--- src/rtl/hit_pkg.sv ---
// rtl/hit_pkg.sv - shared types and barrier map for the hit tracker
// Purpose: player state enum, 11-bit coordinate type and the fixed barrier
//          rectangles (inclusive X0, Y0, X1, Y1) checked against the bullet.
// Ports:   none (package).
package hit_pkg;

  typedef enum logic [1:0] {
    ALIVE  = 2'd0,
    INVULN = 2'd1,
    DEAD   = 2'd2
  } state_t;

  // One bit wider than the 10-bit screen inputs so sums never wrap.
  typedef logic [10:0] coord_t;

  localparam int NUM_BARRIERS = 4;

  typedef struct packed {
    coord_t x0;
    coord_t y0;
    coord_t x1;
    coord_t y1;
  } rect_t;

  // Barrier 3 is a wall on the left screen edge (X0 = X1 = 0).
  localparam rect_t [0:NUM_BARRIERS-1] BARRIERS = '{
    '{x0: 11'd340, y0: 11'd230, x1: 11'd360, y1: 11'd250},
    '{x0: 11'd100, y0: 11'd100, x1: 11'd140, y1: 11'd110},
    '{x0: 11'd500, y0: 11'd100, x1: 11'd540, y1: 11'd110},
    '{x0: 11'd0,   y0: 11'd400, x1: 11'd0,   y1: 11'd470}
  };

endpackage

--- src/rtl/box_overlap.sv ---
// rtl/box_overlap.sv - inclusive bullet-versus-rectangle overlap test
// Purpose: combinational check that a square bullet (centre, half-size)
//          touches or overlaps rectangle [x0..x1] x [y0..y1].
// Ports:   i_cx, i_cy  bullet centre
//          i_s         bullet half-size
//          i_pad       extra reach added to the bullet half-size
//          i_x0..i_y1  inclusive rectangle bounds
//          o_hit       overlap (zero-gap contact counts)
import hit_pkg::*;

module box_overlap (
  input  coord_t i_cx,
  input  coord_t i_cy,
  input  coord_t i_s,
  input  coord_t i_pad,
  input  coord_t i_x0,
  input  coord_t i_y0,
  input  coord_t i_x1,
  input  coord_t i_y1,
  output logic   o_hit
);

  // A centred target is passed as a degenerate rectangle (x0 = x1 = centre)
  // with its half-size as i_pad, which reduces to |dx| <= Sb + St without
  // ever forming a subtraction that could go negative.
  logic [11:0] w_reach;
  logic        w_x_ok;
  logic        w_y_ok;

  assign w_reach = {1'b0, i_s} + {1'b0, i_pad};
  assign w_x_ok  = ({1'b0, i_cx} + w_reach >= {1'b0, i_x0}) &&
                   ({1'b0, i_cx} <= {1'b0, i_x1} + w_reach);
  assign w_y_ok  = ({1'b0, i_cy} + w_reach >= {1'b0, i_y0}) &&
                   ({1'b0, i_cy} <= {1'b0, i_y1} + w_reach);
  assign o_hit   = w_x_ok && w_y_ok;

endmodule

--- src/rtl/hit_tracker.sv ---
// rtl/hit_tracker.sv - bullet hit detection, health and invulnerability FSM
// Purpose: detects bullet overlap with this player and the barriers, emits
//          one registered pulse per bullet flight, tracks health and the
//          post-hit invulnerability window.
// Ports:   frame_clk, Reset (sync, active-high)
//          bullet_on, BulletX/Y/S      opposing bullet state
//          TargetX/Y/S                 this player's centre and half-size
//          player_hit, barrier_collision  one-frame pulses to the bullet
//          health, invuln, game_over   player status
import hit_pkg::*;

module hit_tracker #(
  parameter int MAX_HEALTH    = 3,
  parameter int INVULN_FRAMES = 60
) (
  input  logic       frame_clk,
  input  logic       Reset,
  input  logic       bullet_on,
  input  logic [9:0] BulletX,
  input  logic [9:0] BulletY,
  input  logic [9:0] BulletS,
  input  logic [9:0] TargetX,
  input  logic [9:0] TargetY,
  input  logic [9:0] TargetS,
  output logic       player_hit,
  output logic       barrier_collision,
  output logic [2:0] health,
  output logic       invuln,
  output logic       game_over
);

  state_t      r_state, w_state_next;
  logic [2:0]  r_health, w_health_next;
  logic [7:0]  r_cnt, w_cnt_next;
  logic        r_armed, w_armed_next;
  logic        r_player_hit, r_barrier_collision;

  coord_t      w_bx, w_by, w_bs, w_tx, w_ty, w_ts;
  logic        w_target_ov;
  logic [NUM_BARRIERS-1:0] w_barrier_ov;
  logic        w_eval, w_target_hit, w_player_pulse, w_barrier_pulse;

  assign w_bx = {1'b0, BulletX};
  assign w_by = {1'b0, BulletY};
  assign w_bs = {1'b0, BulletS};
  assign w_tx = {1'b0, TargetX};
  assign w_ty = {1'b0, TargetY};
  assign w_ts = {1'b0, TargetS};

  box_overlap u_target (
    .i_cx (w_bx), .i_cy (w_by), .i_s (w_bs), .i_pad (w_ts),
    .i_x0 (w_tx), .i_y0 (w_ty), .i_x1 (w_tx), .i_y1 (w_ty),
    .o_hit(w_target_ov)
  );

  for (genvar k = 0; k < NUM_BARRIERS; k++) begin : g_barrier
    box_overlap u_barrier (
      .i_cx (w_bx), .i_cy (w_by), .i_s (w_bs), .i_pad (11'd0),
      .i_x0 (BARRIERS[k].x0), .i_y0 (BARRIERS[k].y0),
      .i_x1 (BARRIERS[k].x1), .i_y1 (BARRIERS[k].y1),
      .o_hit(w_barrier_ov[k])
    );
  end

  assign w_eval          = bullet_on && r_armed;
  assign w_target_hit    = w_eval && w_target_ov;
  // A dead player no longer absorbs bullets; the barrier test still runs.
  assign w_player_pulse  = w_target_hit && (r_state != DEAD);
  assign w_barrier_pulse = w_eval && (|w_barrier_ov) && !w_player_pulse;

  always_comb begin
    w_state_next  = r_state;
    w_health_next = r_health;
    w_cnt_next    = r_cnt;
    w_armed_next  = r_armed;

    if (!bullet_on)
      w_armed_next = 1'b1;
    else if (w_player_pulse || w_barrier_pulse)
      w_armed_next = 1'b0;

    case (r_state)
      ALIVE: begin
        if (w_target_hit) begin
          if (r_health <= 3'd1) begin
            w_health_next = 3'd0;
            w_state_next  = DEAD;
          end else begin
            w_health_next = r_health - 3'd1;
            w_cnt_next    = 8'(INVULN_FRAMES);
            w_state_next  = INVULN;
          end
        end
      end
      INVULN: begin
        // Leaving on the edge where the counter lands on zero.
        if (r_cnt <= 8'd1) begin
          w_cnt_next   = 8'd0;
          w_state_next = ALIVE;
        end else begin
          w_cnt_next = r_cnt - 8'd1;
        end
      end
      DEAD: begin
      end
      default: w_state_next = ALIVE;
    endcase
  end

  always_ff @(posedge frame_clk) begin
    if (Reset) begin
      r_state             <= ALIVE;
      r_health            <= 3'(MAX_HEALTH);
      r_cnt               <= 8'd0;
      r_armed             <= 1'b1;
      r_player_hit        <= 1'b0;
      r_barrier_collision <= 1'b0;
    end else begin
      r_state             <= w_state_next;
      r_health            <= w_health_next;
      r_cnt               <= w_cnt_next;
      r_armed             <= w_armed_next;
      r_player_hit        <= w_player_pulse;
      r_barrier_collision <= w_barrier_pulse;
    end
  end

  assign player_hit        = r_player_hit;
  assign barrier_collision = r_barrier_collision;
  assign health            = r_health;
  assign invuln            = (r_state == INVULN);
  assign game_over         = (r_state == DEAD);

endmodule

--- config.mk ---
export PLATFORM = sky130hd
export DESIGN_NAME = hit_tracker
export DESIGN_NICKNAME = d
export VERILOG_FILES = /design/src/rtl/hit_pkg.sv /design/src/rtl/box_overlap.sv /design/src/rtl/hit_tracker.sv
export SDC_FILE = /design/constraint.sdc
export NUM_CORES = 1
export LEC_CHECK = 0
export CORE_AREA = 2 2 170 172
export CTS_BUF_LIST = sky130_fd_sc_hd__clkbuf_4 sky130_fd_sc_hd__clkbuf_8
export DETAILED_ROUTE_END_ITERATION = 10
export DIE_AREA = 0 0 172 174
export PLACE_DENSITY = 0.37
export RECOVER_POWER = 100
export SLEW_MARGIN = 10
export SYNTH_ARGS = -nofsm -noshare
export SYNTH_HDL_FRONTEND = slang
export SYNTH_SLANG_ARGS = --single-unit
--- constraint.sdc ---
create_clock -name frame_clk -period 10.6 [get_ports frame_clk]
set_clock_uncertainty 0.15 [all_clocks]
set_input_delay 2.65 -clock frame_clk [delete_from_list [all_inputs] [get_ports frame_clk]]
set_output_delay 2.65 -clock frame_clk [all_outputs]
set_load 0.02 [all_outputs]
==> results of run 1 <==
-- cell families (layout without fill, tap and decap cells) --
kind of cell               after synthesis  after routing  share of synthesized area
AOI/OAI and AO/OA                      274            274                      0.261
xor gates and xnor gates                81             81                      0.102
adders and majority gates              190            190                      0.351
buffers and inverters                   88            156                     0.0481
DFF                                     16             16                     0.0463
muxes                                    1              1                    0.00145
and+or+nand+nor                        254            254                      0.189
-- stage by stage --
step	total power, mW	worst slack (ns)
2_1_floorplan	0.660	3.31
3_3_place_gp	0.906	1.94
3_5_place_dp	0.893	1.82
4_1_cts	0.952	2.05
5_1_grt	1.07	1.31
6_report	0.938	1.93
-- layer usage --
metal | wire length [um] | share of wire
met1 | 11900 | 0.48
met2 | 11800 | 0.48
met3 | 704 | 0.029
met4 | 188 | 0.0076
met5 | 0 | 0
-- registers in the layout (all words and copies together), names as in the netlist --
name and count:
r_cnt 8, barrier_collision 1, r_state 2, health 3, player_hit 1, r_armed 1
-- path summary, 6_finish.rpt --
kind	start	to
max	BulletS[1]	r_cnt[5]$_SDFFE_PP0P_
min	r_cnt[7]$_SDFFE_PP0P_	r_cnt[7]$_SDFFE_PP0P_
max reg2reg	r_armed$_SDFFE_PP1P_	r_cnt[5]$_SDFFE_PP0P_
min reg2reg	r_cnt[7]$_SDFFE_PP0P_	r_cnt[7]$_SDFFE_PP0P_
-- worst min-delay path, cell delays in order, from the launching register on --
cell and delay (ns):
dfxtp_1 0.31, o31ai_1 0.06, o31ai_1 0.06
-- area by class of cell --
cell class,instances,area (um^2),area share
clock buffers,4,55.1,0.00675
well taps,384,480,0.0589
flip-flops and latches,16,320,0.0393
inverters,75,282,0.0345
multi-input cells,800,6270,0.768
repair buffers,77,751,0.0921
-- placed cells by master (no fill, tap or decap), drive strengths merged, types with 11 or more instances in the layout --
cell / synthesis / final
clkdlybuf4s50: 0 / 61
a21o: 22 / 22
inv: 75 / 75
xnor2: 56 / 56
o21bai: 11 / 11
o21ai: 53 / 53
dfxtp: 16 / 16
nand3: 21 / 21
nand4: 15 / 15
ha: 183 / 183
nand2: 39 / 39
nor2b: 22 / 22
a211oi: 12 / 12
nor3: 25 / 25
xor2: 25 / 25
nor2: 66 / 66
o21a: 14 / 14
a21oi: 82 / 82
nand2b: 15 / 15
-- Yosys cell counts (5+ instances only) --
library cell | n | area, um^2
or2_2 | 5 | 31.3
nor2b_1 | 22 | 138
a311oi_1 | 5 | 43.8
nand4_1 | 15 | 93.8
nor2_1 | 66 | 248
inv_1 | 71 | 267
ha_1 | 183 | 2290
o21a_1 | 14 | 105
nor4_1 | 6 | 37.5
a21oi_1 | 82 | 410
nand2_1 | 39 | 146
dfxtp_1 | 16 | 320
a21o_1 | 22 | 165
nand3_1 | 21 | 105
a211oi_1 | 10 | 75.1
fa_1 | 7 | 140
nand2b_1 | 15 | 93.8
xnor2_1 | 56 | 490
clkbuf_1 | 9 | 33.8
o211ai_1 | 8 | 60.1
or4_1 | 5 | 37.5
and2_1 | 5 | 31.3
nor3_1 | 25 | 125
or3_1 | 9 | 56.3
o21ai_0 | 50 | 250
o31ai_1 | 9 | 67.6
o21bai_1 | 11 | 82.6
a31oi_1 | 10 | 62.6
xor2_1 | 25 | 219
-- where the power goes --
part	switching [mW]	leakage, nW	internal [mW]
Sequential	0.0161	0.131	0.0766
Clock	0.0210	0.0288	0.0329
Combinational	0.452	3.43	0.339
==> summary.md, run 1 <==
| Metric | Value |
|---|---|
| Yosys reg bits | `16` |
| Power per cell area | `115 nW/um^2` |
| Resized cells post-CTS | `0` |
| Synthesized net count | `1157` |
| Initial Util | `0.245` |
| Final Max Slew Viols | `0` |
| RSZ-0062 raised after global routing | `false` |
| Die width | `172 um` |
| Clock tree buffer depth | `2` |
| Finished Layout Cells | `1356` |
| Die height | `174 um` |
| GRT busiest layer | `met2` |
| Required @ worst endpoint | `10.62 ns` |
| Core Rows | `62` |
| CTS tree | `built` |
| Worst-margin pin slew | `0.930 ns` |
| Fill cells | `3178` |
| Nets | `1226` |
| Cell area after layout | `8150 um^2` |
| First-pass GRT wire length | `38800 um` |
| Critical path cell sequence | `dlygate4sd3_1, ha_1, a21o_1, a21oi_1, o21bai_1, a21oi_1, o21bai_1, a21oi_1, xnor2_1, ha_1, o21ai_0, a21oi_1, a21oi_1, o31ai_1, ha_1, nand3_1, or2_2, o31a_1, o21ai_0, o311ai_0, a211oi_1, nand4_1, or2_0, a211oi_2` |
| Vias in the first global route | `6772` |
| Detail Placement HPWL | `20800 um` |
| ANT cells | `0` |
| Cts hold-fix bufs | `0` |
| Final wirelength | `24600 um` |
| Grt ovf | `0` |
| R2R setup slack | `8.58 ns` |
| Clock Sinks | `16` |
| Setup TNS Final | `0 ns` |
| TritonCTS Buffers | `3` |
| Status | `complete, no violations` |
| Final setup viols | `0` |
| Antenna violations before repair | `0` |
| Max_slew headroom | `0.364` |
| Startpoint type of the worst setup path | `input pin` |
| EDFF count, synth | `0` |
| Overall routing resource usage | `0.166` |
| Max-Cap Viols | `0` |
| Share of cells above drive strength 1 | `0.0278` |
| Met1 track demand over resource | `0.231` |
| Gate family responsible for the most delay along the worst path | `compound AO/OA/AOI/OAI gates` |
| Vias | `6746` |
| Met3 Track Usage GR | `0.0105` |
| Post-synth ARST share | `0` |
| Endpoint class of the critical path | `register` |
| DRC viols | `0` |
| Worst path most repeated cell | `a21oi_1` |
| Synth cell types | `68` |
| Clock latency on the worst-skew pair | `0.25 ns` |
| Largest net degree at the start of global routing | `19` |
| Critical path type | `input pin to register` |
| I/O pin total | `70` |
| Hold WC Path Type | `register to register` |
| ANT nets after route | `0` |
| Post-DP Area | `8100 um^2` |
| Vias/cell | `4.97` |
| Worst Hold Depth | `2` |
| Initial DRC count | `409` |
| R2R cell count | `5` |
| Average cell area after synthesis | `7.66 um^2` |
| Core area | `28200 um^2` |
| Root buffer cell | `clkbuf_8` |
| Critical path's largest stage delay | `0.87 ns` |
| Slowest cell on crit path | `dlygate4sd3_1` |
| Post-synthesis sequential area ratio | `0.0463` |
| Global-route met2 utilization | `0.290` |
| Die area | `29900 um^2` |
| Clk slew on worst S/H paths | `0.06 ns` |
| Post-layout minimum cycle time | `8.67 ns` |
| Max VDD drop | `0.0483 mV` |
| Placed Instances | `1352` |
| H-tree levels | `1` |
| Reported leakage power | `3.59 nW` |
| Worst hold margin | `0.328 ns` |
| Wire length per cell | `18.1 um` |
| Crit path max fanout | `11` |
| Synth warn | `0` |
| Layout Utilization | `0.289` |
| Post-Synthesis Cells | `904` |
| Instance count on the critical path | `24` |
| Top FF cell, synth | `dfxtp_1` |
| FMAX | `0.115 GHz` |
| Mapped Area | `6920 um^2` |
| WP data arrival | `8.69 ns` |
| Pre-Repair DR Iteration Count | `7` |
| P&R area growth vs syn | `17.8%` |
| Post-CTS Setup Bufs | `0` |
| Buf/Inv on CP | `1` |
| Final Hold Fails | `0` |
| Port bufs | `69` |
| GP Congestion | `0.796` |
| Period utilization | `0.818` |
Note: power is estimated with default switching activity, not from simulation.
==> run 2, diff against run 1 <==
--- a/config.mk
+++ b/config.mk
@@ -9,7 +9,7 @@
 export CTS_BUF_LIST = sky130_fd_sc_hd__clkbuf_4 sky130_fd_sc_hd__clkbuf_8
 export DETAILED_ROUTE_END_ITERATION = 10
 export DIE_AREA = 0 0 172 174
-export PLACE_DENSITY = 0.37
+export PLACE_DENSITY = 0.38
 export RECOVER_POWER = 100
 export SLEW_MARGIN = 10
 export SYNTH_ARGS = -nofsm -noshare
==> constraint.sdc (replaced) <==
create_clock -name frame_clk -period 7.6 [get_ports frame_clk]
set_clock_uncertainty 0.15 [all_clocks]
set_input_delay 1.9 -clock frame_clk [delete_from_list [all_inputs] [get_ports frame_clk]]
set_output_delay 1.9 -clock frame_clk [all_outputs]
set_load 0.02 [all_outputs]
==> run 2 against run 1 <==
Cell area is 1.4% higher. Die area stayed put. Sequential power rose by 39%. Sequential share of layout area shrank 0.054 points.
==> summary.md, run 2 (synthesis results as in run 1) <==
| Metric | Value |
|---|---|
| First-pass GRT wire length | `37700 um` |
| Critical path type | `input pin to register` |
| Nets | `1240` |
| WP data arrival | `7.10 ns` |
| FMAX | `0.140 GHz` |
| Startpoint type of the worst setup path | `input pin` |
| Root buffer cell | `clkbuf_8` |
| Hold path start | `r_cnt[7]$_SDFFE_PP0P_` |
| Final wirelength | `24000 um` |
| DRC viols | `0` |
| Most frequent cells in the layout | `183 x ha_1, 81 x a21oi_1, 71 x inv_1, 66 x nor2_1, 61 x clkdlybuf4s50_1` |
| P&R area growth vs syn | `19.4%` |
| FF-to-FF End | `r_cnt[6]$_SDFFE_PP0P_` |
| Pre-CTS setup slack | `-0.132 ns` |
| GP Congestion | `0.806` |
| Commonest non-fill, non-tap cell in the layout | `ha_1` |
| Antenna violations before repair | `1` |
| Die height | `174 um` |
| Max_slew headroom | `0.471` |
| CP startpoint | `BulletS[0]` |
| Sw frac | `0.520` |
| Finished Layout Cells | `1369` |
| ANT cells | `0` |
| Vias/cell | `4.87` |
| Die area | `29900 um^2` |
| Endpoint class of the critical path | `register` |
| Initial DRC count | `359` |
| Max-Cap Viols | `0` |
| Core area | `28200 um^2` |
| Wire length per cell | `17.5 um` |
| Post-layout minimum cycle time | `7.15 ns` |
| Vias in the first global route | `6746` |
| Reported leakage power | `3.66 nW` |
| Final Max Slew Viols | `0` |
| Clock Sinks | `16` |
| Setup TNS Final | `0 ns` |
| Placed Instances | `1365` |
| Worst-margin pin slew | `0.773 ns` |
| H-tree levels | `1` |
| Internal power | `0.630 mW` |
| Detail Placement HPWL | `20900 um` |
| Status | `complete, no violations` |
| R2R setup slack | `5.74 ns` |
| Largest reg by FF count | `r_cnt` |
| Overall routing resource usage | `0.160` |
| Clock tree buffer depth | `2` |
| Seq pwr share | `0.099` |
| Layout Utilization | `0.293` |
| Initial Util | `0.245` |
| ANT nets after route | `0` |
| Comb power frac | `0.853` |
| Largest net degree at the start of global routing | `19` |
| Final setup viols | `0` |
| I/O pin total | `70` |
| Clock power share | `0.048` |
| Final Hold Fails | `0` |
| Crit path max fanout | `4` |
| Max VDD drop | `0.0673 mV` |
| Hold WC Path Type | `register to register` |
| Largest register FFs | `8` |
| RSZ-0062 raised after global routing | `false` |
| Vias | `6667` |
| Die width | `172 um` |
| Clk slew on worst S/H paths | `0.06 ns` |
| Clock latency on the worst-skew pair | `0.25 ns` |
| Psw | `0.681 mW` |
| Power per cell area | `158 nW/um^2` |
| RR Startpoint | `r_cnt[0]$_SDFFE_PP0P_` |
| Period utilization | `0.941` |
| Core Rows | `62` |
| PnR worst setup slack | `0.451 ns` |
| CTS tree | `built` |
| R2R cell count | `7` |
| Pre-Repair DR Iteration Count | `4` |
| Min-Delay Endpoint | `r_cnt[7]$_SDFFE_PP0P_` |
| Share of cells above drive strength 1 | `0.0437` |
| Port bufs | `69` |
| Required @ worst endpoint | `7.55 ns` |
| TritonCTS Buffers | `3` |
| Worst Hold Depth | `2` |
| Grt ovf | `0` |
run 2: cell count changes in the layout (fill, tap and decap cells not counted), sizes merged:
cell	delta
dlygate4sd3	-1
dlymetal6s2s	+1
buf	+13
run 2: how the worst max path moves through the flow:
stage | to | slack (ns) | depth (start not counted)
after floorplan | r_cnt[5]$_SDFFE_PP0P_ | 1.06 | 23
after global placement | r_cnt[5]$_SDFFE_PP0P_ | 0.02 | 22
after detailed placement | r_cnt[5]$_SDFFE_PP0P_ | -0.13 | 22
after CTS | r_cnt[5]$_SDFFE_PP0P_ | 0.10 | 22
after global routing | r_cnt[5]$_SDFFE_PP0P_ | 0.07 | 22
final | r_cnt[6]$_SDFFE_PP0P_ | 0.45 | 23
run 2: area by class of cell:
cell class	instances	area (um^2)
inverters	75	282
repair buffers	91	855
fillers	3108	20000
well taps	384	480
flip-flops and latches	16	320
multi-input cells	800	6290
clock buffers	3	41.3
run 2: worst max-delay path: stages:
cell and delay, ns:
clkdlybuf4s50_1 0.50, ha_1 0.27, fa_1 0.40, a21oi_1 0.20, o21bai_1 0.12, xor2_2 0.29, ha_1 0.34, nand2_1 0.10
o211ai_1 0.14, o21ai_0 0.22, nand2b_1 0.08, a21oi_1 0.17, xor2_1 0.09, ha_1 0.29, nand3_1 0.09, or2_2 0.32
o31a_1 0.29, o21ai_0 0.11, o311ai_0 0.18, a211oi_2 0.27, nand3_1 0.15, o31ai_1 0.41, a311oi_1 0.16
run 2: per-stage QoR:
step | instance area (um^2) | total power [mW] | hold WS [ns]
2_1_floorplan | 6920 | 0.920 | 0.298
6_report | 8270 | 1.31 | 0.333
3_5_place_dp | 8200 | 1.25 | 0.328
4_1_cts | 8240 | 1.32 | 0.336
5_1_grt | 8270 | 1.48 | 0.360
3_3_place_gp | 8200 | 1.26 | 0.326
run 2: routing by layer:
layer	up-vias	GRT usage	share of wire
li1	3501	-	-
met1	3075	0.219	0.48
met2	79	0.284	0.48
met3	12	0.00911	0.027
met4	0	0.0182	0.0089
met5	-	0	0
run 2: repair_timing:
item                                    CTS  global route
endpoints found under the setup margin    0            12
resized for setup                         0             4
buffers inserted                          0             1
hold buffers                              0             0
run 2: power groups by stage:
stage | Sequential (mW) | Clock, mW | Combinational, mW
global placement | 0.132 | 0 | 1.13
finish | 0.129 | 0.0635 | 1.12
floorplan | 0.133 | 0 | 0.787
CTS | 0.130 | 0.0650 | 1.13
global route | 0.134 | 0.0694 | 1.27
detailed placement | 0.132 | 0 | 1.12
